File: src/rtl/controlador_if.sv
// Board-side bundle for the ALU controller: switch data, load strobes and result.
// master drives switches/strobes (board or bench); slave is the controller.
interface controlador_if #(
  parameter int NB_DATA      = 8,
  parameter int N_PULSADORES = 3
);
  logic [NB_DATA-1:0]      i_switches;
  logic [N_PULSADORES-1:0] i_pulsadores;
  logic [NB_DATA-1:0]      o_result;

  modport master (
    output i_switches,
    output i_pulsadores,
    input  o_result
  );

  modport slave (
    input  i_switches,
    input  i_pulsadores,
    output o_result
  );
endinterface

File: src/rtl/controlador.sv
// ALU controller: push-buttons latch operands A/B and the opcode from the switches.
// Latency: result is combinational from the registers, valid right after the loading edge.
// No backpressure: strobes are level loads, every rising edge with a strobe high captures.
module controlador #(
  parameter int NB_DATA      = 8,
  parameter int NB_OPCODE    = 6,
  parameter int N_PULSADORES = 3
) (
  input  logic          i_clock,
  input  logic          i_reset,
  controlador_if.slave  bus
);

  localparam logic [NB_OPCODE-1:0] OP_ADD = NB_OPCODE'(6'b100000);
  localparam logic [NB_OPCODE-1:0] OP_SUB = NB_OPCODE'(6'b100010);
  localparam logic [NB_OPCODE-1:0] OP_AND = NB_OPCODE'(6'b100100);
  localparam logic [NB_OPCODE-1:0] OP_OR  = NB_OPCODE'(6'b100101);
  localparam logic [NB_OPCODE-1:0] OP_XOR = NB_OPCODE'(6'b100110);
  localparam logic [NB_OPCODE-1:0] OP_NOR = NB_OPCODE'(6'b100111);
  localparam logic [NB_OPCODE-1:0] OP_SRA = NB_OPCODE'(6'b000011);
  localparam logic [NB_OPCODE-1:0] OP_SRL = NB_OPCODE'(6'b000010);

  logic [NB_DATA-1:0]   reg_a;
  logic [NB_DATA-1:0]   reg_b;
  logic [NB_OPCODE-1:0] reg_op;

  // Shift amount is the full-width B, so B >= NB_DATA saturates to 0 / sign fill.
  function automatic logic [NB_DATA-1:0] alu(
    input logic [NB_DATA-1:0]   a,
    input logic [NB_DATA-1:0]   b,
    input logic [NB_OPCODE-1:0] op
  );
    case (op)
      OP_ADD:  alu = a + b;
      OP_SUB:  alu = a - b;
      OP_AND:  alu = a & b;
      OP_OR:   alu = a | b;
      OP_XOR:  alu = a ^ b;
      OP_NOR:  alu = ~(a | b);
      OP_SRA:  alu = NB_DATA'($signed(a) >>> b);
      OP_SRL:  alu = a >> b;
      default: alu = '0;
    endcase
  endfunction

  always_ff @(posedge i_clock or negedge i_reset) begin
    if (!i_reset) begin
      reg_a  <= '0;
      reg_b  <= '0;
      reg_op <= '0;
    end else begin
      if (bus.i_pulsadores[0]) reg_a  <= bus.i_switches;
      if (bus.i_pulsadores[1]) reg_b  <= bus.i_switches;
      if (bus.i_pulsadores[2]) reg_op <= bus.i_switches[NB_OPCODE-1:0];
    end
  end

  assign bus.o_result = alu(reg_a, reg_b, reg_op);

endmodule

File: src/flat_wrapper.sv
// flat-port wrapper written by rule: the top's interface ports become plain ports
module controlador_flat 
#(
  parameter int NB_DATA      = 8,
  parameter int NB_OPCODE    = 6,
  parameter int N_PULSADORES = 3
)
  (i_clock, i_reset, bus_i_switches, bus_i_pulsadores, bus_o_result);
  controlador_if #(.NB_DATA(NB_DATA), .N_PULSADORES(N_PULSADORES)) bus_i ();
  input  logic i_clock;
  input  logic i_reset;
  input wire logic [$bits(bus_i.i_switches)-1:0] bus_i_switches;
  input wire logic [$bits(bus_i.i_pulsadores)-1:0] bus_i_pulsadores;
  output wire logic [$bits(bus_i.o_result)-1:0] bus_o_result;
  assign bus_i.i_switches = bus_i_switches;
  assign bus_i.i_pulsadores = bus_i_pulsadores;
  assign bus_o_result = bus_i.o_result;
  controlador #(.NB_DATA(NB_DATA), .NB_OPCODE(NB_OPCODE), .N_PULSADORES(N_PULSADORES)) u_core (.i_clock(i_clock), .i_reset(i_reset), .bus(bus_i));
endmodule
File: config.mk
export PLATFORM = sky130hd
export DESIGN_NAME = controlador_flat
export DESIGN_NICKNAME = d
export VERILOG_FILES = /design/src/rtl/controlador_if.sv /design/src/rtl/controlador.sv /design/src/flat_wrapper.sv
export SDC_FILE = /design/constraint.sdc
export NUM_CORES = 1
export LEC_CHECK = 0
export CAP_MARGIN = 25
export CORE_AREA = 8 8 76 78
export DETAILED_ROUTE_END_ITERATION = 7
export DIE_AREA = 0 0 84 86
export PLACE_DENSITY = 0.72
export SLEW_MARGIN = 15
export SYNTH_ARGS = -nofsm -noshare
export SYNTH_HDL_FRONTEND = slang
export SYNTH_SLANG_ARGS = --single-unit
File: constraint.sdc
create_clock -name i_clock -period 4.23 [get_ports i_clock]
set_input_delay 0.846 -clock i_clock [delete_from_list [all_inputs] [get_ports i_clock]]
set_output_delay 0.846 -clock i_clock [all_outputs]
set_load 0.02 [all_outputs]
==> results list <==
- The run finished with clean final reports.
- Setup repair after global routing left no endpoint under its margin.
* IO Pins: 21
* Final Net Count: 343
- List of most frequent post-synthesis cells: sky130_fd_sc_hd__o21ai_0, sky130_fd_sc_hd__ha_1, sky130_fd_sc_hd__nand2_1
- Fraction of registers with async set or reset after synthesis: 100%
- Endpoint required time on the critical path: 3380 ps
- Floorplan die area: 0.00722 mm²
* DR pass1 iterations: 6
- For the finished layout, the period the worst path requires is 4060 ps.
- The tool flagged a number of max-cap violations equal to 0.
* Post-synth top area share: 22.9%
- Total global-route track usage: 18.2%
- Setup slack after layout: 174 ps
- Based on the critical path, the design can be clocked at up to 247 MHz.
- The synthesized design contains 0 enable-type register cells.
- H-Tree Level Count: 1
* Final global-route overflow total: 0
- The number of cells on the worst reg-to-reg path is 3.
- The number of antenna violations at the first check in global routing came to 0.
- Summing the sequential cell areas from Yosys gives 22.9% of the chip area.
- The number of pins with negative max-slew slack in the final report came to 0.
* Width of the die: 84 µm
* PortBufs: 20
- Setup violations remaining at the end of the flow were counted as 0.
* Crit Path Class: reg -> out
- The tree built by TritonCTS fans out to 22 sinks.
- Of the available clock period, the critical path in the final layout requires 95.9%.
* Area of the mapped netlist: 0.00240 mm²
- Total power density per cell area: 283 mW/mm²
- Number of flip-flops and latches in the synthesized netlist: 22
- Uppermost metal layer occupied by signal nets: met4
- The first global-routing pass estimated 10.9 mm of wire.
- Detailed routing inserted a total of 2181 vias.
* Leak Pwr: 0.00123 µW
* Area after detailed placement: 0.00268 mm²
* Drc violations: 0
* Clk Latency, worst-skew pair: 260 ps
- For the final routed database, the setup TNS stands at 0 ps.
- Across the VDD grid, the largest voltage drop is 0.221 mV.
- The number of setup buffers added after CTS is 0.
* Wire length per cell after detailed routing: 18.4 µm
- Syn avg cell area: 8.58 µm²
* Clk slew on worst S/H paths: 80 ps
- Hold-fix buffers, CTS: 0
* CTS tree: yes
* Element type at the critical path end: output port
* Most common cell in the synthesized netlist: sky130_fd_sc_hd__o21ai_0
- The completed layout was analyzed and its total power is 779 µW.
- After detailed routing, the wire length on met1 is 3.14 mm.
* Top cells by area, synth: sky130_fd_sc_hd__dfrtp_1, sky130_fd_sc_hd__ha_1, sky130_fd_sc_hd__mux2i_1, sky130_fd_sc_hd__o21ai_0, sky130_fd_sc_hd__xnor2_1
* Placeable core region: 0.00460 mm²
- DP Wirelength: 5.15 mm
* Synth Flop Type: sky130_fd_sc_hd__dfrtp_1
- Starting Density: 52.2%
- Worst-case clock buffer depth: 2
- Post-route ant nets: 0
* Syn-to-layout area delta: 14.5%
- In this run the tightest slew margin relative to its limit is 59.9%.
- Data on the critical path arrives at its endpoint at 3210 ps.
- Clock buffers created by TritonCTS: 3
- Share of cells above drive strength 1: 10.9%
* Via count of the first global-routing pass: 2132
- Rows: 25
- Clock Skews: 0 ps
* Met3 WL: 327 µm
- Worst setup slack after placement: 219 ps
- Biggest area consumer among synthesized cells: sky130_fd_sc_hd__dfrtp_1
- Count of routing violations after the opening detailed-route iteration: 288
- The tightest min-delay check is of the reg -> reg type.
* Antenna diode count: 0
- Measured along the y axis, the die boundary spans 86 µm.
- Final Hold Vio Count: 0
* Number of nets in the synthesized netlist: 318
- Yosys warning total: 0
* Maximum number of pins on one net before global-route repair: 24
- Final instance area: 0.00275 mm²
* Cells after Synth: 280
- In the detailed route, the total length drawn on met2 is 3.00 mm.
- Transition time at the pin with the least slew margin: 597 ps
- Number of distinct standard cells referenced by the synthesized netlist: 53
* WL final: 6.58 mm
- Along the worst hold path, the cell count comes to 1.
- The congestion estimate from routability-driven global placement came to 1.02.
* Routed vias/inst: 6.09
- Final core area utilization: 59.8%
- The cell sitting at the root of the clock tree is a sky130_fd_sc_hd__clkbuf_8.
* Maximum net fanout on the critical path: 5
* Startpoint kind of the worst setup timing path: flip-flop
cells by family (layout without fill, tap and decap cells):
logic type               Yosys count  count (layout)  synth area share (%)
AO/OA/AOI/OAI                     77              77                  20.9
buffers and inverters             32              56                  6.41
multiplexers                      27              27                  12.9
AND/OR/NAND/NOR                   80              80                  17.3
XOR/XNOR                          17              17                  6.20
adder cells (fa/ha/maj)           25              25                  13.3
flip-flops                        22              22                  22.9
power breakdown:
group	total, µW	switching (µW)	internal [µW]	leakage (µW)
clock	151	67.6	83.0	0.0000288
combinational	366	201	165	0.000937
sequential	262	32.8	230	0.000264
flip-flops by register name, indices dropped and copies added, names as in the netlist:
signal	cells
u_core.reg_b	8
u_core.reg_a	8
u_core.reg_op	6
path summary, 6_finish.rpt:
kind,from,end,slack [ps]
max,u_core.reg_b[0],bus_o_result[7],170
min,u_core.reg_op[3],u_core.reg_op[3],600
max reg2reg,u_core.reg_b[2],u_core.reg_b[2],3060
min reg2reg,u_core.reg_op[3],u_core.reg_op[3],600
max in group asynchronous,i_reset,u_core.reg_op[2],3000
min in group asynchronous,i_reset,u_core.reg_a[1],830
through the flow:
step / hold WS, ps / instances
final: 597 / 358
after floorplan: 537 / 280
after global routing: 611 / 358
after global placement: 558 / 353
after detailed placement: 575 / 353
after CTS: 599 / 357
cell type report:
type	instances	area (µm²)
clock buffer	4	55.1
multi-input combinational	226	1700
tap	54	67.6
sequential	22	551
timing repair buffer	33	308
fill	411	1850
inverter	19	71.3
per-layer routing:
layer	vias up	track usage, %
met5	-	0
met4	0	5.97
met3	16	1.90
met2	80	28.9
met1	1016	25.1
li1	1069	-
layout by cell type (no fill, tap or decap), types with 8 or more instances in the layout:
cell type,synthesis,final
sky130_fd_sc_hd__clkdlybuf4s50_1,0,16
sky130_fd_sc_hd__mux2_2,9,9
sky130_fd_sc_hd__nand2_1,24,24
sky130_fd_sc_hd__o21ai_0,25,25
sky130_fd_sc_hd__inv_1,17,17
sky130_fd_sc_hd__nor3_1,10,10
sky130_fd_sc_hd__buf_4,1,12
sky130_fd_sc_hd__a21oi_1,8,8
sky130_fd_sc_hd__a211oi_1,13,13
sky130_fd_sc_hd__dfrtp_1,22,22
sky130_fd_sc_hd__ha_1,24,24
sky130_fd_sc_hd__nor2_1,13,13
sky130_fd_sc_hd__xnor2_1,12,12
sky130_fd_sc_hd__mux2i_1,14,14
worst max-delay path, cell delays in order (launching register included):
cell and delay [ps]:
sky130_fd_sc_hd__dfrtp_1 420, sky130_fd_sc_hd__or4_1 570, sky130_fd_sc_hd__o21ai_0 260, sky130_fd_sc_hd__xnor2_1 130, sky130_fd_sc_hd__ha_1 250, sky130_fd_sc_hd__or4_1 510, sky130_fd_sc_hd__o21ai_0 100, sky130_fd_sc_hd__a31oi_1 90
sky130_fd_sc_hd__xnor2_1 150, sky130_fd_sc_hd__o21ai_1 130, sky130_fd_sc_hd__dlygate4sd2_1 350
timing repair:
action | CTS | global route
pin swaps | 0 | 0
endpoints found under the setup margin | 2 | 2
resized for setup | 2 | 2
No activity file was read; power rests on OpenSTA's default activity.
